<file path="src/rtl/mem_arbiter_pkg.sv">
// mem_arbiter_pkg
//   Shared definitions for the RAM arbiter: grant-state encoding, the
//   Enable/Disable and ZeroWord constants, and the default RAM byte-address
//   width used by the arbiter.
`timescale 1ns/1ps
package mem_arbiter_pkg;

  localparam int RAM_ADDR_BIT = 17;

  localparam logic        ENABLE    = 1'b1;
  localparam logic        DISABLE   = 1'b0;
  localparam logic [31:0] ZERO_WORD = 32'h0000_0000;

  typedef enum logic [1:0] {
    IDLE    = 2'd0,
    GNT_IC  = 2'd1,
    GNT_MEM = 2'd2
  } arb_state_t;

endpackage

</file>
<file path="src/rtl/mem_arbiter.sv">
// mem_arbiter
//   Single-port RAM arbiter between the ICACHE line-fill port and the
//   MEM-stage load/store port. The grant is registered, so it changes only on
//   a clock edge. An owner keeps the grant for as long as its request stays
//   high; when it drops, the next owner is picked in the same edge. A starve
//   counter gives ICACHE priority once it has waited STARVE_LIMIT cycles.
//
// Ports
//   clk, rst                   clock, asynchronous active-high reset
//   re_IC_i, addr_IC_i         ICACHE read request (held for a whole fill)
//   stl_IC_o                   ICACHE requesting but not granted
//   re_MEM_i, we_MEM_i         MEM-stage read / write request
//   addr_MEM_i, data_MEM_i     MEM-stage byte address / write byte
//   stl_MEM_o                  MEM stage requesting but not granted
//   ram_addr_o, ram_wr_o,
//   ram_data_o                 RAM byte address, write strobe, write byte
`timescale 1ns/1ps
module mem_arbiter
  import mem_arbiter_pkg::*;
#(
  parameter int ADDR_BIT     = RAM_ADDR_BIT,
  parameter int STARVE_LIMIT = 15
) (
  input  logic                clk,
  input  logic                rst,
  input  logic                re_IC_i,
  input  logic [31:0]         addr_IC_i,
  output logic                stl_IC_o,
  input  logic                re_MEM_i,
  input  logic                we_MEM_i,
  input  logic [31:0]         addr_MEM_i,
  input  logic [7:0]          data_MEM_i,
  output logic                stl_MEM_o,
  output logic [ADDR_BIT-1:0] ram_addr_o,
  output logic                ram_wr_o,
  output logic [7:0]          ram_data_o
);

  localparam int              CNT_W = $clog2(STARVE_LIMIT + 1);
  localparam logic [CNT_W-1:0] LIMIT = CNT_W'(STARVE_LIMIT);

  arb_state_t       r_state;
  arb_state_t       w_next;
  arb_state_t       w_pick;
  logic [CNT_W-1:0] r_starve_cnt;
  logic             w_req_ic;
  logic             w_req_mem;
  logic             w_starve;
  logic             w_stl_ic;
  logic             w_stl_mem;
  logic             w_unused;

  assign w_req_ic  = re_IC_i;
  // A simultaneous read+write is a write; either bit makes a MEM request.
  assign w_req_mem = re_MEM_i | we_MEM_i;
  assign w_starve  = (r_starve_cnt == LIMIT);

  // Upper address bits wrap; they are intentionally dropped.
  assign w_unused = ^{addr_IC_i[31:ADDR_BIT], addr_MEM_i[31:ADDR_BIT]};

  // Arbitration rule used from IDLE and on every hand-off.
  always_comb begin
    w_pick = IDLE;
    if (w_starve && w_req_ic) w_pick = GNT_IC;
    else if (w_req_mem)       w_pick = GNT_MEM;
    else if (w_req_ic)        w_pick = GNT_IC;
  end

  // No preemption: the owner holds until its own request drops.
  always_comb begin
    w_next = w_pick;
    case (r_state)
      GNT_IC:  if (w_req_ic)  w_next = GNT_IC;
      GNT_MEM: if (w_req_mem) w_next = GNT_MEM;
      default: w_next = w_pick;
    endcase
  end

  always_ff @(posedge clk or posedge rst) begin
    if (rst) r_state <= IDLE;
    else     r_state <= w_next;
  end

  // Stalls are forced low during reset, even with requests asserted.
  assign w_stl_ic  = ~rst & w_req_ic  & (r_state != GNT_IC);
  assign w_stl_mem = ~rst & w_req_mem & (r_state != GNT_MEM);
  assign stl_IC_o  = w_stl_ic;
  assign stl_MEM_o = w_stl_mem;

  // Clear on entry to GNT_IC wins over the stall increment of that cycle.
  always_ff @(posedge clk or posedge rst) begin
    if (rst)
      r_starve_cnt <= '0;
    else if (w_next == GNT_IC && r_state != GNT_IC)
      r_starve_cnt <= '0;
    else if (w_stl_ic && !w_starve)
      r_starve_cnt <= r_starve_cnt + 1'b1;
  end

  // RAM output mux. r_state resets asynchronously, so a reset mid-write
  // drops ram_wr_o immediately.
  always_comb begin
    ram_addr_o = ZERO_WORD[ADDR_BIT-1:0];
    ram_wr_o   = DISABLE;
    ram_data_o = ZERO_WORD[7:0];
    case (r_state)
      GNT_IC: begin
        ram_addr_o = addr_IC_i[ADDR_BIT-1:0];
      end
      GNT_MEM: begin
        ram_addr_o = addr_MEM_i[ADDR_BIT-1:0];
        ram_wr_o   = we_MEM_i ? ENABLE : DISABLE;
        ram_data_o = data_MEM_i;
      end
      default: ;
    endcase
  end

endmodule

</file>
<file path="config.mk">
export PLATFORM = sky130hd
export DESIGN_NAME = mem_arbiter
export DESIGN_NICKNAME = d
export VERILOG_FILES = /design/src/rtl/mem_arbiter_pkg.sv /design/src/rtl/mem_arbiter.sv
export SDC_FILE = /design/constraint.sdc
export NUM_CORES = 1
export LEC_CHECK = 0
export ABC_AREA = 1
export BUFFER_PORTS_ARGS = -buffer_cell sky130_fd_sc_hd__buf_2
export CORE_MARGIN = 2
export CORE_UTILIZATION = 28
export DETAILED_ROUTE_END_ITERATION = 8
export PLACE_DENSITY = 0.83
export SLEW_MARGIN = 20
export SYNTH_ARGS = -nofsm -noshare
export SYNTH_HDL_FRONTEND = slang
export SYNTH_SLANG_ARGS = --single-unit
</file>
<file path="constraint.sdc">
create_clock -name clk -period 1.3 [get_ports clk]
set_input_delay 0 -clock clk [delete_from_list [all_inputs] [get_ports clk]]
set_output_delay 0 -clock clk [all_outputs]
set_load 0.02 [all_outputs]
</file>
==> results of run 1 <==
-- power by group through the flow --
stage | Clock (mW) | Sequential (mW) | Combinational [mW]
final | 0.174 | 0.339 | 3.12
after global routing | 0.189 | 0.352 | 3.34
after CTS | 0.177 | 0.337 | 2.66
after detailed placement | 0 | 0.333 | 2.01
after global placement | 0 | 0.331 | 1.98
after floorplan | 0 | 0.329 | 1.32
-- path summary, 6_finish.rpt --
kind                                       from              end  slack [ns]  cells past startpoint
worst max-delay path                 r_state[1]   ram_addr_o[14]       -0.19                      6
worst min-delay path                    re_IC_i       r_state[0]        0.07                      3
worst max register to register       r_state[1]  r_starve_cnt[0]       -0.14                      8
worst min register to register  r_starve_cnt[0]  r_starve_cnt[0]        0.64                      3
max in group asynchronous                   rst  r_starve_cnt[3]        0.83                      3
min in group asynchronous                   rst  r_starve_cnt[2]        0.27                      3
-- cell usage after synthesis, drive strengths merged --
master,number,area (um^2)
o21bai,1,11.3
buf,7,47.5
nand2,61,236
a21oi,18,93.8
xor2,1,8.76
nor2,13,71.3
ha,3,37.5
inv,20,75.1
nand3,3,27.5
dfrtp,6,150
nor3,1,5.00
nand4,3,18.8
-- through the flow --
stage | cell area [um^2] | instances
2_1_floorplan | 788 | 137
3_3_place_gp | 1240 | 246
3_5_place_dp | 1240 | 246
4_1_cts | 1510 | 256
5_1_grt | 1690 | 256
6_report | 1690 | 256
-- layer usage --
metal  global-route usage [%]  vias up  wire (um)
li1                         -      595          -
met1                     16.9      532       1130
met2                     34.5       62       1730
met3                     2.07        8        216
met4                     2.99        0         46
met5                        0        -          0
-- cell families after synthesis --
group           synth area share (%)
fa+ha+maj                       4.79
compound gates                  13.4
xor+xnor                        1.12
flops                           19.2
simple gates                    45.8
buf+inv                         15.7
-- registers in the layout, indices dropped and copies added, names as in the netlist --
signal	count
r_starve_cnt	4
r_state	2
-- timing repair --
action                                 in CTS  in global routing
cloned                                      3                  0
hold buffers                                1                  0
resized for setup                          54                 59
buffers inserted                            3                  1
endpoints found under the hold margin       6                  0
pin swaps                                   3                  4
setup endpoints to repair                  33                 33
-- area by class of cell --
cell class,count,area [um^2]
repair buffers,92,706
inverters,20,75.1
fillers,223,1020
clock buffers,3,22.5
flip-flops and latches,6,150
multi-input cells,104,697
well taps,31,38.8
-- worst max-delay path: stages, from the launching register on --
cell	delay, ns
dfrtp_1	0.39
inv_2	0.08
ha_4	0.20
buf_12	0.14
nand2_1	0.09
a21oi_2	0.18
buf_4	0.16
==> results.sh, run 1 <==
export IMPL_status="finished with violations"
export IMPL_violations="setup timing"
export IMPL_antennaDiodeCount=0
export IMPL_area_growth_pct=116
export IMPL_synth_area_um2=783
export IMPL_gr_total_overflow=0
export IMPL_p_clk_share_pct=4.8
export IMPL_synth_seq_cells=6
export IMPL_num_rows=19
export IMPL_setup_ws_ns=-0.188
export IMPL_firstDrtPassIters=7
export IMPL_comb_power_share_pct=85.9
export IMPL_slew_headroom_pct=81.6
export IMPL_htree_num_levels=1
export IMPL_die_area_um2=3240
export IMPL_drc=0
export IMPL_ir_drop_uv=1400
export IMPL_post_synth_num_cell_types=17
export IMPL_antenna_found_initial=0
export IMPL_grt_pass1_wl_mm=4.40
export IMPL_rsz0062_at_grt="yes"
export IMPL_critical_path_class="reg -> out"
export IMPL_antenna_left=0
export IMPL_viasPerCell=4.68
export IMPL_final_common_cell="buf_2"
export IMPL_dp_final_hpwl_mm=1.87
export IMPL_layout_common_cells="buf_2, nand2_1, buf_6"
export IMPL_initial_utilization_pct=28.9
export IMPL_cp_arrival_ns=1.49
export IMPL_die_x_um=56.9
export IMPL_avgSynthCellArea_um2=5.72
export IMPL_power_switching_mw=1.82
export IMPL_path_clk_slew_ns=0.04
export IMPL_gp_congestion=0.848
export IMPL_tightest_slew_ns=0.276
export IMPL_min_path_type="in -> reg"
export IMPL_critPathCaptureType="output port"
export IMPL_drv_cap=0
export IMPL_cts_tree="yes"
export IMPL_cts_made_buffers=3
export IMPL_grt_usage_pct=16.5
export IMPL_yosysSeqAreaShare_pct=19.2
export IMPL_p_leak_nw=0.865
export IMPL_postLayoutCoreUtil_pct=62.3
export IMPL_finalPower_mw=3.63
export IMPL_whs_ns=0.0714
export IMPL_syn_num_nets=217
export IMPL_power_density_nw_per_um2=2150
export IMPL_fp_coreArea_um2=2710
export IMPL_worstSkewPairLatency_ns=0.24
export IMPL_drt_iter0_markers=71
export IMPL_clk_path_buf_depth=2
export IMPL_fmax_ghz=0.672
export IMPL_p_seq_share_pct=9.3
export IMPL_vias=1197
export IMPL_sw_frac_of_total_pct=50.2
export IMPL_p_int_mw=1.81
export IMPL_crit_path_start_kind="flip-flop"
export IMPL_skew_ns=0.000691
export IMPL_io_pins=105
export IMPL_wl_mm=3.13
export IMPL_final_period_utilization_pct=114
export IMPL_drive_gt1_share_pct=66.2
export IMPL_numPortBuffers=74
export IMPL_place_worst_setup_slack_ns=-0.0926
export IMPL_required_ns=1.30
export IMPL_hold_viol=0
export IMPL_wl_per_cell_um=12.2
export IMPL_clkSinkCount=6
export IMPL_synthCells=137
export IMPL_layout_nets=307
export IMPL_drv_slew=0
export IMPL_fin_tns_setup_ns=-3.04
export IMPL_grt_max_degree=18
export IMPL_yosysWarnings=0
export IMPL_die_y_um=56.9
export IMPL_grt_pass1_vias=1122
export IMPL_period_needed_ns=1.49
export IMPL_crit_path_max_fanout=9
export IMPL_cts_root_buf="clkbuf_4"
export IMPL_finalSetupViolations=24
Note: power is estimated with default switching activity, not from simulation.
==> run 2, diff against run 1 <==
--- a/config.mk
+++ b/config.mk
@@ -10,7 +10,7 @@
 export CORE_MARGIN = 2
 export CORE_UTILIZATION = 28
 export DETAILED_ROUTE_END_ITERATION = 8
-export PLACE_DENSITY = 0.83
+export PLACE_DENSITY = 0.76
 export SLEW_MARGIN = 20
 export SYNTH_ARGS = -nofsm -noshare
 export SYNTH_HDL_FRONTEND = slang
==> run 2 against run 1 <==
  * The flow still finishes with violations (setup timing)
  * Setup slack worse by 0.022 ns
  * Non-clock buffer count is 5 higher
  * Power is 0.68% higher
  * Global-route usage is 2.1 points higher
  * Wire length is 2.4% higher
  * Critical path type unchanged
  * Critical path depth is 1 lower
==> results.sh, run 2 (same netlist as run 1, synthesis figures left out) <==
export IMPL_fp_coreArea_um2=2710
export IMPL_use_met3_pct=3.23
export IMPL_skew_ns=0.00916
export IMPL_finalSetupViolations=34
export IMPL_worstSkewPairLatency_ns=0.26
export IMPL_top_usage_layer="met2"
export IMPL_area_growth_pct=122
export IMPL_clkSinkCount=6
export IMPL_drv_cap=0
export IMPL_crit_path_start_kind="flip-flop"
export IMPL_gp_congestion=0.849
export IMPL_grt_pass1_wl_mm=4.75
export IMPL_io_pins=105
export IMPL_layout_common_cells="nand2_1, buf_2, buf_6"
export IMPL_slew_headroom_pct=80.6
export IMPL_clk_path_buf_depth=2
export IMPL_initial_utilization_pct=28.9
export IMPL_critical_path_class="reg -> out"
export IMPL_viasPerCell=4.70
export IMPL_wl_per_cell_um=12.3
export IMPL_worst_path_largest_cell_delay_ns=0.40
export IMPL_htree_num_levels=1
export IMPL_firstDrtPassIters=4
export IMPL_grt_max_degree=18
export IMPL_grt_usage_pct=18.6
export IMPL_die_y_um=56.9
export IMPL_gr_total_overflow=0
export IMPL_cp_slowest_cell="dfrtp_1"
export IMPL_hold_viol=0
export IMPL_numPlacedInstances=248
export IMPL_largest_reg_flops=4
export IMPL_fmax_ghz=0.662
export IMPL_antenna_left=0
export IMPL_numPortBuffers=74
export IMPL_dp_final_hpwl_mm=1.86
export IMPL_multi_input_area_um2=672
export IMPL_critPathCaptureType="output port"
export IMPL_violations="setup timing"
export IMPL_postLayoutCoreUtil_pct=64.0
export IMPL_path_clk_slew_ns=0.05
export IMPL_drt_iter0_markers=52
export IMPL_vias=1227
export IMPL_status="finished with violations"
export IMPL_antennaDiodeCount=0
export IMPL_antenna_found_initial=0
export IMPL_drive_gt1_share_pct=63.0
export IMPL_cp_arrival_ns=1.51
export IMPL_drv_slew=0
export IMPL_grt_pass1_vias=1163
export IMPL_ir_drop_uv=1720
export IMPL_num_rows=19
export IMPL_tightest_slew_ns=0.290
export IMPL_power_density_nw_per_um2=2110
export IMPL_stdcell_count=261
export IMPL_die_area_um2=3240
export IMPL_fill_cells=225
export IMPL_final_period_utilization_pct=116
export IMPL_crit_path_max_fanout=17
export IMPL_final_common_cell="nand2_1"
export IMPL_rsz0062_at_grt="yes"
export IMPL_met1_usage_pct=18.7
export IMPL_min_path_type="in -> reg"
export IMPL_worstPathCellList="buf_6, ha_4, buf_12, a21oi_1, buf_4"
export IMPL_largest_register="r_starve_cnt"
export IMPL_cp_num_buf_inv=3
export IMPL_wl_mm=3.20
export IMPL_seq_area_um2=150
export IMPL_setup_ws_ns=-0.211
export IMPL_cts_tree="yes"
export IMPL_layout_nets=312
export IMPL_required_ns=1.30
export IMPL_met2_usage_pct=35.5
export IMPL_drc=0
export IMPL_critPathTopFamily="buffers and inverters"
export IMPL_die_x_um=56.9
export IMPL_cts_root_buf="clkbuf_4"
export IMPL_p_leak_nw=0.922
export IMPL_reg_largest_list="r_starve_cnt: 4 flops, r_state: 2 flops"
export IMPL_period_needed_ns=1.51
export IMPL_cts_made_buffers=3
==> run 2: cell count changes in the layout (fill, tap and decap cells not counted), moves of 2 or more <==
cell,previous run,this run
buf_8,0,3
nor2_1,10,8
buf_6,22,25
a21oi_4,4,0
nand2_2,13,4
nand2_4,4,9
a21oi_2,14,11
a21oi_1,0,7
nand2_1,44,48
==> run 2: worst reg2reg max path, stage by stage (launching register included) <==
cell      delay, ns
dfrtp_1        0.40
buf_6          0.13
ha_4           0.18
buf_6          0.12
nor2_1         0.09
nand2_1        0.08
nand2_2        0.10
o21bai_4       0.07
nor2_4         0.13
nor2_1         0.06
==> run 2: area by class of cell <==
cell class                 count  share of cell area (%)
inverter                      20                    4.33
sequential                     6                    8.65
clock buffer                   3                    1.30
multi-input combinational    104                    38.7
tap                           31                    2.24
timing repair buffer          97                    44.8
==> run 2: metal layers <==
layer  share of wire, %  up-vias
met2                 56       63
met1                 34      549
met5                  0        -
met4                2.6        0
li1                   -      606
met3                7.7        9
==> run 2: path summary, 6_finish.rpt <==
path	start	to	slack, ns	cells after the start
max	r_state[1]	ram_addr_o[10]	-0.21	5
min	re_IC_i	r_state[0]	0.14	3
max reg2reg	r_state[1]	r_starve_cnt[0]	-0.18	9
min reg2reg	r_starve_cnt[0]	r_starve_cnt[0]	0.66	3
max in group asynchronous	rst	r_starve_cnt[3]	0.82	4
min in group asynchronous	rst	r_starve_cnt[2]	0.35	4
==> run 2: power by group <==
part / switching [mW] / internal [mW]
sequential: 0.0783 / 0.265
clock: 0.0797 / 0.105
combinational: 1.63 / 1.50
total: 1.79 / 1.87
==> run 2: stage by stage <==
step	hold slack, ns	total power, mW	setup WS (ns)	setup TNS [ns]	cell area [um^2]
2_1_floorplan	-0.201	1.65	-0.0359	-0.460	788
3_3_place_gp	0.0461	2.23	-0.0159	-0.0580	1250
3_5_place_dp	0.0537	2.26	-0.0583	-0.234	1250
4_1_cts	0.0785	3.20	-0.162	-3.41	1580
5_1_grt	0.159	3.88	-0.279	-6.35	1740
6_report	0.136	3.66	-0.211	-4.81	1740
==> run 2: what timing repair did <==
action                                  4_1_cts  5_1_grt
setup buffers                                 6        2
gates cloned                                  2        0
pin swaps                                     4        3
endpoints found under the setup margin       32       34
hold endpoints to repair                      6        0
gates resized for setup                      74       42
hold buffers                                  1        0
==> run 3, diff against run 2 <==
--- a/config.mk
+++ b/config.mk
@@ -7,10 +7,12 @@
 export LEC_CHECK = 0
 export ABC_AREA = 1
 export BUFFER_PORTS_ARGS = -buffer_cell sky130_fd_sc_hd__buf_2
+export CELL_PAD_IN_SITES_DETAIL_PLACEMENT = 1
+export CELL_PAD_IN_SITES_GLOBAL_PLACEMENT = 2
 export CORE_MARGIN = 2
-export CORE_UTILIZATION = 28
+export CORE_UTILIZATION = 11
 export DETAILED_ROUTE_END_ITERATION = 8
-export PLACE_DENSITY = 0.76
+export PLACE_DENSITY_LB_ADDON = 0.1
 export SLEW_MARGIN = 20
 export SYNTH_ARGS = -nofsm -noshare
 export SYNTH_HDL_FRONTEND = slang
==> run 3 against run 2 <==
  * Critical endpoint is now ram_addr_o[0]
  * Clock power increased by 51%
  * Combinational power hardly changed
  * Via count increased by 0.24%
  * Fmax rose by 5.0%
  * The run still ends with setup timing left
  * First-iteration DRC count is 83% lower
  * Clock-buffer cell count unchanged
  * Wire length is 13% higher
  * Clock skew shrank 0.0083 ns
  * Global-route usage fell by 9.6 points
==> results.sh, run 3 (same netlist as run 1, synthesis figures left out) <==
export IMPL_status="finished with violations"
export IMPL_violations="setup timing"
export IMPL_slew_headroom_pct=84.5
export IMPL_skew_ns=0.000852
export IMPL_gr_total_overflow=0
export IMPL_area_growth_pct=133
export IMPL_fp_coreArea_um2=6830
export IMPL_multi_input_area_um2=718
export IMPL_required_ns=1.30
export IMPL_largest_register="r_starve_cnt"
export IMPL_critPathTopFamily="flip-flops"
export IMPL_cp_num_buf_inv=3
export IMPL_ir_drop_uv=623
export IMPL_die_area_um2=7810
export IMPL_grt_usage_pct=8.99
export IMPL_reg_largest_list="r_starve_cnt: 4 flops, r_state: 2 flops"
export IMPL_p_int_mw=1.91
export IMPL_hold_viol=0
export IMPL_antennaDiodeCount=0
export IMPL_antenna_found_initial=0
export IMPL_worst_path_largest_cell_delay_ns=0.41
export IMPL_power_density_nw_per_um2=2060
export IMPL_gp_congestion=0.721
export IMPL_tightest_slew_ns=0.232
export IMPL_hp_start="re_IC_i"
export IMPL_cp_slowest_cell="dfrtp_1"
export IMPL_fmax_ghz=0.695
export IMPL_grt_pass1_vias=1299
export IMPL_vias=1230
export IMPL_drive_gt1_share_pct=69.7
export IMPL_setup_ws_ns=-0.139
export IMPL_power_switching_mw=1.86
export IMPL_worstPathCellList="inv_2, ha_4, buf_8, nand2_1, a21oi_2, buf_4"
export IMPL_layout_common_cells="buf_2, nand2_1, buf_6"
export IMPL_hold_path_end="r_state[0]"
export IMPL_cts_tree="yes"
export IMPL_cts_made_buffers=3
export IMPL_rrSetupSlack_ns=-0.06
export IMPL_sw_frac_of_total_pct=49.3
export IMPL_clk_path_buf_depth=2
export IMPL_clkSinkCount=6
export IMPL_io_pins=105
export IMPL_grt_pass1_wl_mm=5.60
export IMPL_p_leak_nw=0.914
export IMPL_grt_max_degree=18
export IMPL_largest_reg_flops=4
export IMPL_wl_mm=3.62
export IMPL_drv_slew=0
export IMPL_finalSetupViolations=25
export IMPL_critPathCaptureType="output port"
export IMPL_firstDrtPassIters=2
export IMPL_place_worst_setup_slack_ns=-0.149
export IMPL_period_needed_ns=1.44
export IMPL_antenna_left=0
export IMPL_drt_iter0_markers=9
export IMPL_numPortBuffers=74
export IMPL_rsz0062_at_grt="yes"
export IMPL_r2r_cells=10
export IMPL_whs_ns=0.0944
export IMPL_fill_cells=862
export IMPL_die_x_um=88.4
export IMPL_p_clk_share_pct=7.4
export IMPL_min_path_type="in -> reg"
export IMPL_viasPerCell=3.80
export IMPL_dp_final_hpwl_mm=2.87
export IMPL_finalPower_mw=3.77
export IMPL_htree_num_levels=1
export IMPL_cp_arrival_ns=1.44
export IMPL_critical_path_class="reg -> out"
export IMPL_num_rows=30
export IMPL_die_y_um=88.4
export IMPL_p_seq_share_pct=9.3
export IMPL_r2r_start="r_state[1]"
export IMPL_cts_root_buf="clkbuf_8"
export IMPL_hold_depth=3
export IMPL_drv_cap=0
export IMPL_path_clk_slew_ns=0.04
export IMPL_layout_nets=310
export IMPL_initial_utilization_pct=11.5
export IMPL_comb_power_share_pct=83.3
export IMPL_timing_rr_end="r_starve_cnt[2]"
export IMPL_seq_area_um2=150
export IMPL_drc=0
export IMPL_crit_path_start_kind="flip-flop"
export IMPL_wl_per_cell_um=11.2
export IMPL_final_period_utilization_pct=111
export IMPL_worstSkewPairLatency_ns=0.22
export IMPL_crit_path_max_fanout=7
export IMPL_final_common_cell="buf_2"
==> run 3: changes by cell type in the layout (fill, tap and decap cells not counted), sizes merged <==
cell | previous run | this run
buf | 96 | 94
==> run 3: worst max-delay path by stage <==
stage,cells past startpoint,startpoint,end,slack (ns)
after floorplan,5,r_state[0],ram_addr_o[10],-0.04
after global routing,6,r_state[0],ram_addr_o[0],-0.20
after detailed placement,8,r_state[0],r_starve_cnt[0],-0.15
after CTS,6,r_state[0],ram_addr_o[15],-0.13
after global placement,8,r_state[0],r_starve_cnt[0],-0.08
final,6,r_state[0],ram_addr_o[0],-0.14
==> run 3: timing repair <==
item | CTS | global route
gates cloned | 2 | 0
gates resized for setup | 102 | 22
buffers inserted | 5 | 1
endpoints found under the hold margin | 6 | 0
pin swaps | 14 | 17
hold buffers | 1 | 0
endpoints found under the setup margin | 34 | 33
==> run 3: worst min-delay path: stages <==
cell,delay (ns)
buf_2,0.13
inv_1,0.10
nor2_1,0.05
==> run 3: final cells by class <==
class / instances / share of cell area, %
multi-input cells: 104 / 39.3
inverters: 20 / 4.11
repair buffers: 95 / 39.6
well taps: 96 / 6.57
clock buffers: 3 / 2.26
flip-flops and latches: 6 / 8.21
==> run 3: metrics by stage <==
stage | area (um^2) | util (%) | setup TNS, ns | instances
5_1_grt | 1830 | 26.8 | -4.54 | 324
4_1_cts | 1770 | 25.8 | -3.18 | 324
2_1_floorplan | 788 | - | -0.460 | 137
3_3_place_gp | 1330 | 19.5 | -0.624 | 313
3_5_place_dp | 1330 | 19.5 | -1.45 | 313
6_report | 1830 | 26.8 | -2.20 | 324
==> run 3: power by group through the flow <==
stage	Combinational (mW)	Clock [mW]	Sequential [mW]
after global placement	2.00	0	0.335
after floorplan	1.32	0	0.329
final	3.14	0.280	0.351
after CTS	3.06	0.284	0.354
after detailed placement	2.04	0	0.341
after global routing	3.37	0.299	0.370
==> run 3: routing by layer <==
layer  share of wire, %  vias to the layer above  track usage, %
li1                   -                      601               -
met1                 38                      579            9.17
met2                 55                       48            18.6
met3                5.8                        2            1.87
met4               0.52                        0            1.65
met5                  0                        -               0
